==> src/rtl/updown_arb_pkg.sv <==
// Shared types, constants and the saturating step function for the
// round-robin arbitrated up/down counter.
package updown_arb_pkg;

    // ARB: round-robin among all requesters.
    // LOCKED: one owner holds the counter across several commands.
    typedef enum logic {
        ARB    = 1'b0,
        LOCKED = 1'b1
    } state_t;

    localparam logic DIR_UP   = 1'b1;
    localparam logic DIR_DOWN = 1'b0;

    // Result of one saturating step.
    // hit = the command was refused because a limit was already reached.
    typedef struct packed {
        logic        hit;
        logic [31:0] val;
    } sat_res_t;

    // Single saturating step in 32-bit space.
    // The caller truncates val to its counter width.
    // Bounds are inclusive and the counter never wraps.
    function automatic sat_res_t sat_step(
        input logic [31:0] cnt,
        input logic        dir,
        input logic [31:0] lo,
        input logic [31:0] hi
    );
        sat_res_t r;
        r.hit = 1'b0;
        r.val = cnt;
        if (dir == DIR_UP) begin
            if (cnt < hi) begin
                r.val = cnt + 32'd1;
            end else begin
                r.hit = 1'b1;
            end
        end else begin
            if (cnt > lo) begin
                r.val = cnt - 32'd1;
            end else begin
                r.hit = 1'b1;
            end
        end
        return r;
    endfunction

endpackage

==> src/rtl/updown_count_arbiter_rr_arbiter.sv <==
// Round-robin picker: grants the first asserted request at or after
// the pointer, wrapping past the top index.
//   i_req  : request vector
//   i_ptr  : index with highest priority this cycle
//   o_gnt  : one-hot grant (zero if no request)
//   o_idx  : index of the granted request (0 if none)
//   o_any  : at least one request is asserted
module rr_arbiter #(
    parameter int NUM_REQ = 4
) (
    input  logic [NUM_REQ-1:0]         i_req,
    input  logic [$clog2(NUM_REQ)-1:0] i_ptr,
    output logic [NUM_REQ-1:0]         o_gnt,
    output logic [$clog2(NUM_REQ)-1:0] o_idx,
    output logic                       o_any
);
    import updown_arb_pkg::*;

    localparam int IW = $clog2(NUM_REQ);

    // One extra bit so ptr + offset cannot overflow before the wrap.
    logic [IW:0]   w_sum;
    logic [IW-1:0] w_j;

    always_comb begin
        o_gnt = '0;
        o_idx = '0;
        o_any = 1'b0;
        w_sum = '0;
        w_j   = '0;
        for (int k = 0; k < NUM_REQ; k++) begin
            w_sum = {1'b0, i_ptr} + (IW+1)'(k);
            if (w_sum >= (IW+1)'(NUM_REQ)) begin
                w_sum = w_sum - (IW+1)'(NUM_REQ);
            end
            w_j = w_sum[IW-1:0];
            if (!o_any && i_req[w_j]) begin
                o_any      = 1'b1;
                o_gnt[w_j] = 1'b1;
                o_idx      = w_j;
            end
        end
    end

endmodule

==> src/rtl/updown_count_arbiter.sv <==
// One saturating up/down counter shared by NUM_REQ requesters through a
// round-robin arbiter, with an optional lock for multi-command sequences.
//   clk, reset      : clock, synchronous active-high reset
//   i_req_valid     : per-requester command valid
//   i_req_dir       : per-requester direction (1 = up, 0 = down)
//   i_req_lock      : requester keeps the grant after this command
//   o_req_ready     : one-hot (or zero) accept
//   o_grant_id      : index accepted this cycle (0 when none)
//   o_grant_valid   : a transfer occurs this cycle
//   o_count         : registered counter value
//   o_at_max/o_at_min : count sits on a limit
//   o_sat_err       : previous cycle's accepted command hit a limit
module updown_count_arbiter #(
    parameter int NUM_REQ = 4,
    parameter int WIDTH   = 4,
    parameter int MAX_VAL = 15,
    parameter int MIN_VAL = 0
) (
    input  logic                       clk,
    input  logic                       reset,
    input  logic [NUM_REQ-1:0]         i_req_valid,
    input  logic [NUM_REQ-1:0]         i_req_dir,
    input  logic [NUM_REQ-1:0]         i_req_lock,
    output logic [NUM_REQ-1:0]         o_req_ready,
    output logic [$clog2(NUM_REQ)-1:0] o_grant_id,
    output logic                       o_grant_valid,
    output logic [WIDTH-1:0]           o_count,
    output logic                       o_at_max,
    output logic                       o_at_min,
    output logic                       o_sat_err
);
    import updown_arb_pkg::*;

    localparam int IW = $clog2(NUM_REQ);

    // Registers
    state_t           r_state;
    logic [IW-1:0]    r_ptr;
    logic [IW-1:0]    r_owner;
    logic [WIDTH-1:0] r_count;
    logic             r_sat_err;

    // Next-state and handshake wires
    state_t           w_state_nxt;
    logic [IW-1:0]    w_ptr_nxt;
    logic [IW-1:0]    w_owner_nxt;
    logic [NUM_REQ-1:0] w_ready;
    logic             w_gvalid;
    logic [IW-1:0]    w_gid;

    // Arbiter wires
    logic [NUM_REQ-1:0] w_arb_gnt;
    logic [IW-1:0]    w_arb_idx;
    logic             w_arb_any;

    // Counter step
    logic             w_dir;
    sat_res_t         w_res;
    logic             w_unused;

    function automatic logic [IW-1:0] f_next(input logic [IW-1:0] idx);
        if (idx == IW'(NUM_REQ - 1)) begin
            return '0;
        end
        return idx + IW'(1);
    endfunction

    rr_arbiter #(
        .NUM_REQ (NUM_REQ)
    ) u_rr (
        .i_req (i_req_valid),
        .i_ptr (r_ptr),
        .o_gnt (w_arb_gnt),
        .o_idx (w_arb_idx),
        .o_any (w_arb_any)
    );

    // Handshake and next-state decode. The ready vector depends only on
    // state, pointer and valid, never on anything downstream.
    always_comb begin
        w_state_nxt = r_state;
        w_ptr_nxt   = r_ptr;
        w_owner_nxt = r_owner;
        w_ready     = '0;
        w_gvalid    = 1'b0;
        w_gid       = '0;
        unique case (r_state)
            ARB: begin
                if (w_arb_any) begin
                    w_ready   = w_arb_gnt;
                    w_gvalid  = 1'b1;
                    w_gid     = w_arb_idx;
                    w_ptr_nxt = f_next(w_arb_idx);
                    if (i_req_lock[w_arb_idx]) begin
                        w_state_nxt = LOCKED;
                        w_owner_nxt = w_arb_idx;
                    end
                end
            end
            LOCKED: begin
                if (i_req_valid[r_owner]) begin
                    w_ready[r_owner] = 1'b1;
                    w_gvalid         = 1'b1;
                    w_gid            = r_owner;
                end
                // Dropping the lock releases the counter whether or not
                // the owner transfers this cycle. The pointer was frozen
                // during the lock and resumes just past the owner.
                if (!i_req_lock[r_owner]) begin
                    w_state_nxt = ARB;
                    w_ptr_nxt   = f_next(r_owner);
                end
            end
            default: begin
                w_state_nxt = ARB;
            end
        endcase
    end

    assign w_dir = i_req_dir[w_gid];

    assign w_res = sat_step(32'(r_count), w_dir,
                            32'(MIN_VAL), 32'(MAX_VAL));

    assign w_unused = ^w_res.val[31:WIDTH];

    always_ff @(posedge clk) begin
        if (reset) begin
            r_state   <= ARB;
            r_ptr     <= '0;
            r_owner   <= '0;
            r_count   <= WIDTH'(MIN_VAL);
            r_sat_err <= 1'b0;
        end else begin
            r_state <= w_state_nxt;
            r_ptr   <= w_ptr_nxt;
            r_owner <= w_owner_nxt;
            if (w_gvalid) begin
                r_count   <= w_res.val[WIDTH-1:0];
                r_sat_err <= w_res.hit;
            end else begin
                r_sat_err <= 1'b0;
            end
        end
    end

    assign o_req_ready   = w_ready;
    assign o_grant_valid = w_gvalid;
    assign o_grant_id    = w_gid;
    assign o_count       = r_count;
    assign o_sat_err     = r_sat_err;
    assign o_at_max      = (r_count == WIDTH'(MAX_VAL));
    assign o_at_min      = (r_count == WIDTH'(MIN_VAL));

endmodule

==> config.mk <==
export PLATFORM = sky130hd
export DESIGN_NAME = updown_count_arbiter
export DESIGN_NICKNAME = d
export VERILOG_FILES = /design/src/rtl/updown_arb_pkg.sv /design/src/rtl/updown_count_arbiter_rr_arbiter.sv /design/src/rtl/updown_count_arbiter.sv
export SDC_FILE = /design/constraint.sdc
export NUM_CORES = 1
export LEC_CHECK = 0
export CAP_MARGIN = 20
export CORE_UTILIZATION = 58
export CTS_BUF_LIST = sky130_fd_sc_hd__clkbuf_4
export DETAILED_ROUTE_END_ITERATION = 10
export PLACE_DENSITY = 0.88
export SYNTH_ARGS = -nofsm -noshare
export SYNTH_HDL_FRONTEND = slang
export SYNTH_SLANG_ARGS = --single-unit
==> constraint.sdc <==
create_clock -name clk -period 5.8 [get_ports clk]
set_input_delay 1.16 -clock clk [delete_from_list [all_inputs] [get_ports clk]]
set_output_delay 1.16 -clock clk [all_outputs]
set_load 0.03 [all_outputs]
---- Yosys cells after proc, flatten, opt, wreduce, memory -nomap -nowiden ----
Index checks and enable logic that the tools add are counted.
storage, ports and cells
  register bits ........................... 10
  bits of input ports ..................... 14
  bits in read-only memories .............. 0
  memory bits (writable) .................. 0
  output and inout port bits .............. 14
  logic and storage cells ................. 135
  bits in latches ......................... 0
  memories kept ........................... 0
cells by class
  $mul .................................... 0
  order comparisons ....................... 18
  add/sub/neg operators ................... 11
  bitwise operators ....................... 5
  shifts and indexed selects .............. 0
  divide/modulo/power cells ............... 0
  eq/ne operators ......................... 6
  reductions and logical operators ........ 17
  mux-type cells .......................... 73
operator list
  cell                   count
  $mux W33               1
  $mux W2                16
  $mux W32               1
  $mux W1                30
  $mux W4                6
  $lt A2 B3 Y1 const B   7
  $bmux W1 S2            8
  $or A4 B4 Y4           3
  $demux W1 S2           5
  $ge A2 B1 Y1 const B   5
  $ge A3 B3 Y1 const B   3
  $logic_and A1 B1 Y1    8
  $pmux W2 S2            2
  $pmux W4 S2            1
  $sub A2 B1 Y2 const B  4
  $add A2 B2 Y3 const B  2
  $reduce_and A3 Y1      2
  $add A4 B1 Y5 const B  1
  $mux W5                1
  $sub A4 B1 Y5 const B  1
  $add A2 B1 Y2 const B  2
  $eq A2 B2 Y1 const B   2
  $eq A4 B4 Y1 const B   1
  $gt A4 B1 Y1 const B   1
  other kinds (12)       17

---- Depth between registers and ports, before layout ----
  word-level depth ........................ 21
  gate-level depth with buffers ........... 13
  mapped depth without buffers ............ 11

---- Modules after synthesis ----
Synthesis repeated with hierarchy kept, for this count alone.
unflattened totals
  cell total of the unflattened synthesis .. 139
  area, all modules ....................... 1292.5 um2
by module, submodules not included
  module                times used  cells an instance  sequential area each (um2)  area each (um2)
  updown_count_arbiter  1           94                 200.2                       870.8
  rr_arbiter            1           45                 0.0                         421.7

---- Worst setup path after synthesis ----
OpenSTA, ideal clock, no wires.
  path kind ............................... reg-to-output
  start point ............................. reg r_ptr[0]
  end point ............................... out o_req_ready[0]
  setup slack ............................. 1639 ps
  data arrival time ....................... 3001 ps
  data required time ...................... 4640 ps
  buffers on the path ..................... 2
  stages on the path, launching flop included .. 11
  cells stage by stage .................... dfxtp_1 > buf_6 > buf_4 > inv_1 > ha_1 > mux4_2 > nor2b_1 > a22oi_1 > nor2_1 > a221oi_1 > o21ai_0
between the ends
  word-level cells in the longest chain between the ends .. 16
ends and longest elaborated chain
  item                                                                    RTL line                     RTL
  from (decl)                                                             updown_count_arbiter.sv:38   logic [IW-1:0] r_ptr;
  from (signal assigned)                                                  updown_count_arbiter.sv:136  r_ptr <= w_ptr_nxt;
  parallel branches: the longest is 14 deep, another holds $add A2 B1 Y3  -
  $mux W4 (*)                                                             updown_count_arbiter.sv:89   if (w_arb_any) begin
  $pmux W4 S2 (*)                                                         updown_count_arbiter.sv:87   unique case (r_state)
  to (decl)                                                               updown_count_arbiter.sv:24   output logic [NUM_REQ-1:0] o_req_ready,
Every way passes the cells marked *. The select of a mux whose other input is x is not followed.

---- Final worst setup path ----
  start point ............................. in i_req_valid[2]
  end point ............................... out o_req_ready[1]
between the ends
  word-level cells in the longest chain between the ends .. 14
ends and longest elaborated chain
  item                                RTL line                               RTL
  from (decl)                         updown_count_arbiter.sv:21             input logic [NUM_REQ-1:0] i_req_valid,
  $bmux W1 S2                         updown_count_arbiter_rr_arbiter.sv:37  if (!o_any && i_req[w_j]) begin
  $mux W1 (implied by the code)       updown_count_arbiter_rr_arbiter.sv:37
  $mux W1                             updown_count_arbiter_rr_arbiter.sv:37
  $logic_not A1 Y1                    updown_count_arbiter_rr_arbiter.sv:37
  $logic_and A1 B1 Y1                 updown_count_arbiter_rr_arbiter.sv:37
  $mux W1                             updown_count_arbiter_rr_arbiter.sv:37
  $logic_not A1 Y1                    updown_count_arbiter_rr_arbiter.sv:37
  $logic_and A1 B1 Y1                 updown_count_arbiter_rr_arbiter.sv:37
  $mux W1                             updown_count_arbiter_rr_arbiter.sv:37
  $logic_not A1 Y1                    updown_count_arbiter_rr_arbiter.sv:37
  $logic_and A1 B1 Y1                 updown_count_arbiter_rr_arbiter.sv:37
  $mux W4 or $mux W1 (tied branches)  updown_count_arbiter_rr_arbiter.sv:37
  $mux W4                             updown_count_arbiter.sv:89
  $pmux W4 S2 (*)                     updown_count_arbiter.sv:87
Every way passes the cells marked *; elsewhere a longest branch is shown, timed or not. The select of a mux whose other input is x is not followed.

==> impl.org <==
** Worst hold path
- Beginning of the worst hold path :: o_count[3]$_SDFFE_PP0P_
- Hold Crit Endpoint :: o_count[3]$_SDFFE_PP0P_
- Along the worst hold path, the cell count comes to 2.
- Min-delay worst type :: flop to flop

** Critical path
- Critical path launch point :: i_req_valid[2]
- The critical path in this run is classified as primary input to output port.
- Delay of the slowest cell on the worst path :: 700 ps
- For the worst setup path, the data required time is 4640 ps.
- Along the worst path, the maximum fanout reaches 10.
- Measured in cells, the most critical reg-to-reg path has a length of 10.
- Terminus of the critical flop-to-flop path :: r_owner[0]$_SDFFE_PP0P_
- The worst register-to-register path begins at r_ptr[1]$_SDFFE_PP0P_.
- The cell that appears most often on the critical path is sky130_fd_sc_hd__clkdlybuf4s50_1.
- The critical path crosses 8 cells after its start point.
- Series of cell instances along the critical path :: clkdlybuf4s50_1 > mux4_2 > nor2b_1 > a22oi_1 > nor2_1 > a221oi_1 > o21ai_0 > clkdlybuf4s50_1
- CP max stage cell :: sky130_fd_sc_hd__clkdlybuf4s50_1
- For the worst setup path, the data arrival time is 3930 ps.
- Across all register-to-register paths, the minimum setup slack is 2360 ps.
- Setup crit end kind :: output port
- The critical path contains buffers and inverters numbering 2 combined.
- Among cell families on the critical path, the largest total delay comes from buffers and inverters.
- Setup crit start kind :: primary input

** Floorplanning
- Die Y-Extent :: 51.9 µm
- The die covers 2700 µm².
- From left edge to right edge, the die measures 51.9 µm.
- For this design the top-level I/O count stands at 28.
- The core region is 2280 µm².
- Placement Rows :: 17
- Effective utilization at floorplan :: 0.636

** Global routing
- The first global-routing pass estimated 5700 µm of wire.
- The initial antenna violation count was 0.
- Total overflow reported by the global router :: 0
- The via count of the first global-routing pass came to 1272.
- Entering global routing, the biggest net connects 19 pins.
- Across every metal layer, demand over resource in global routing totals 0.282.

** STA
- Headroom to the max-slew limit came out at 0.616.
- Share of the clock period used by the worst path after layout :: 0.878
- Fin Setup TNS :: 0 ps
- Setup violations remaining at the end of the flow were counted as 0.
- For the pin with the worst max-slew slack, the measured transition is 574 ps.
- Based on the critical path, the design can be clocked at up to 196 MHz.
- Clock skew on the completed layout was measured at 9.44 ps.
- Fin. Hold Viols :: 0
- RSZ-0062 raised after global routing :: false
- Subtracting the final worst setup slack from the clock period gives 5090 ps.
- The final count of pins violating max slew came to 0.

** Route
- Post-detailed-route DRC marker count :: 0
- Remaining antenna violation count :: 0
- Routed wire length :: 3390 µm
- The routed layout has 1361 vias.
- Number of vias per cell after detailed routing :: 6.21
- Detailed Routing Iterations Pass 1 :: 4
- In this run, the number of DRC markers left after iteration 0 of detailed routing was 39.
- After detailed routing, the average wire length per cell comes to 15.5 µm.

** CTS
- In this run the deepest clock path goes through 2 buffers.
- The clock net in this run drives a total of 10 sinks.
- Post_cts resized :: 0
- Library cell used as clock root buffer :: sky130_fd_sc_hd__clkbuf_4
- Clk Latency, worst-skew pair :: 270 ps
- After clock tree synthesis, the setup repair step added 0 buffers.
- Inserted Clock Buffers :: 3
- TritonCTS built the clock tree.
- CTS built an H-tree with a depth of 1.
- After clock tree synthesis, the flow added hold-fix buffers numbering 0.
- After clock tree synthesis, the clock-pin slew on the worst setup and hold paths is 70 ps.

** Synth
- FF+latch count, synth :: 10
- Nets in the synthesized netlist :: 193
- Of the synthesized area, sequential elements account for 0.138.
- Post-synthesis instance area :: 1450 µm²
- Counting flops with an async set or reset pin after synthesis yields a share of 0.
- Cells after Synth :: 164
- Counting distinct cell types in the post-synthesis netlist gives 54.
- Counting flops with a built-in enable in the synthesized netlist gives 0.
- Warnings, synthesis :: 0
- Main synth FF type :: sky130_fd_sc_hd__dfxtp_1
- Syn avg cell area :: 8.82 µm²

** Cells and area
- The library cell used most frequently in the layout, excluding fill and tap cells, is sky130_fd_sc_hd__clkdlybuf4s50_1.
- Ant. Diodes :: 0
- Layout overhead on the synthesized area :: 20.3%
- Once layout is complete, the utilization of the core stands at 0.765.
- Final cell count without fillers :: 219
- For this run, the post-layout net count is 221.
- Of the cells placed in the final design, the portion with a size suffix greater than 1 is 0.136.
- Commonest cells after routing, fill and taps aside :: sky130_fd_sc_hd__clkdlybuf4s50_1 (27), sky130_fd_sc_hd__ha_1 (15), sky130_fd_sc_hd__nor2_1 (11), sky130_fd_sc_hd__nand2_1 (11)

** Job
- Total of max-cap violations :: 0

** Placement
- Number of placed cells counting well taps :: 215
- Final weighted congestion of routability-driven global placement :: 0.886
- During placement, the flow inserted port buffers numbering 27.
- HPWL Detailed :: 2680 µm

** Run status
- Status :: finished clean

** Power and ir drop
- Switching pwr :: 614 µW
- Power spread over the standard cell area amounts to 670 nW/µm².
- The share of total power dissipated in the clock network is 0.043.
- Largest vdd supply drop :: 0.452 mV
- The internal power of the cells totals 552 µW.
- Of the total power, the share spent switching nets is 0.526.
- Of the total power, combinational logic draws 0.828.
- Sequential share of power :: 0.129
- The analysis attributes to cell leakage a power of 0.691 nW.
-- how the worst max path moves through the flow --
stage,endpoint,slack [ps]
floorplan,o_req_ready[0],1640
global placement,o_req_ready[0],960
detailed placement,o_req_ready[1],760
CTS,o_req_ready[1],750
global route,o_req_ready[0],610
finish,o_req_ready[1],710
-- layer usage --
| layer | share of wire | GRT usage |
|---|---|---|
| met1 | 0.48 | 0.374 |
| met2 | 0.49 | 0.485 |
| met3 | 0.031 | 0.0439 |
| met4 | 0.0053 | 0.0405 |
| met5 | 0 | 0 |
-- Yosys cell counts (all sizes together), types with 2 or more instances --
master / n / area [µm²]
nor2: 11 / 41.3
or3: 5 / 31.3
nor2b: 4 / 32.5
o31ai: 2 / 28.8
a21oi: 6 / 30.0
mux4: 7 / 165
inv: 11 / 41.3
nor3: 4 / 31.3
and3: 2 / 12.5
nand2b: 2 / 12.5
mux2: 3 / 37.5
mux2i: 6 / 60.1
nand3: 6 / 40.0
nand2: 11 / 41.3
a21boi: 2 / 15.0
dfxtp: 10 / 200
a221oi: 4 / 35.0
a22oi: 4 / 30.0
and2: 6 / 45.0
ha: 15 / 188
o41ai: 2 / 17.5
buf: 5 / 48.8
a211oi: 2 / 15.0
o21ai: 16 / 98.9
a32oi: 2 / 17.5
-- logic make-up (layout without fill, tap and decap cells) --
family,after synthesis,in the layout,synth area share
mux,16,16,0.182
buf+inv,17,44,0.0649
fa+ha+maj,15,15,0.130
simple gates,53,53,0.209
compound gates,52,52,0.270
xor+xnor,1,1,0.00606
flops,10,10,0.138
-- layout make-up --
class                           instances  area [µm²]
Clock buffer                            3        22.5
Clock inverter                          1        3.75
Fill cell                             160         536
Inverter                               11        41.3
Multi-Input combinational cell        137        1150
Sequential cell                        10         200
Tap cell                               28        35.0
Timing Repair Buffer                   29         285
-- power groups by stage --
stage	logic, mW	clock network (mW)	registers [mW]
2_1_floorplan	0.729	0	0.155
3_3_place_gp	0.925	0	0.148
3_5_place_dp	0.958	0	0.151
6_report	0.965	0.0501	0.151
5_1_grt	1.05	0.0553	0.156
4_1_cts	0.961	0.0512	0.149
-- worst register-to-register path, cell delays in order, from the launching register on --
cell                       delay [ps]
sky130_fd_sc_hd__dfxtp_1          510
sky130_fd_sc_hd__inv_1            190
sky130_fd_sc_hd__ha_1             430
sky130_fd_sc_hd__mux4_2           640
sky130_fd_sc_hd__nor2b_1          370
sky130_fd_sc_hd__o21ai_2          120
sky130_fd_sc_hd__o31ai_4          130
sky130_fd_sc_hd__mux4_2           560
sky130_fd_sc_hd__nand2b_1         130
sky130_fd_sc_hd__mux2i_1          190
sky130_fd_sc_hd__nor2_1            50
-- sequential cells by signal, summed over array words and instances (netlist names) --
signal / count
o_count: 4
o_sat_err: 1
r_owner: 2
r_ptr: 2
r_state: 1
-- stage by stage --
| stage | hold slack, ps | cell area [µm²] | setup slack, ps | total power, mW |
|---|---|---|---|---|
| CTS | 575 | 1740 | 754 | 1.16 |
| finish | 589 | 1740 | 707 | 1.17 |
| global route | 606 | 1740 | 607 | 1.26 |
| floorplan | 516 | 1450 | 1640 | 0.884 |
| global placement | 550 | 1710 | 961 | 1.07 |
| detailed placement | 567 | 1710 | 757 | 1.11 |
(Power assumes the default switching activity.)
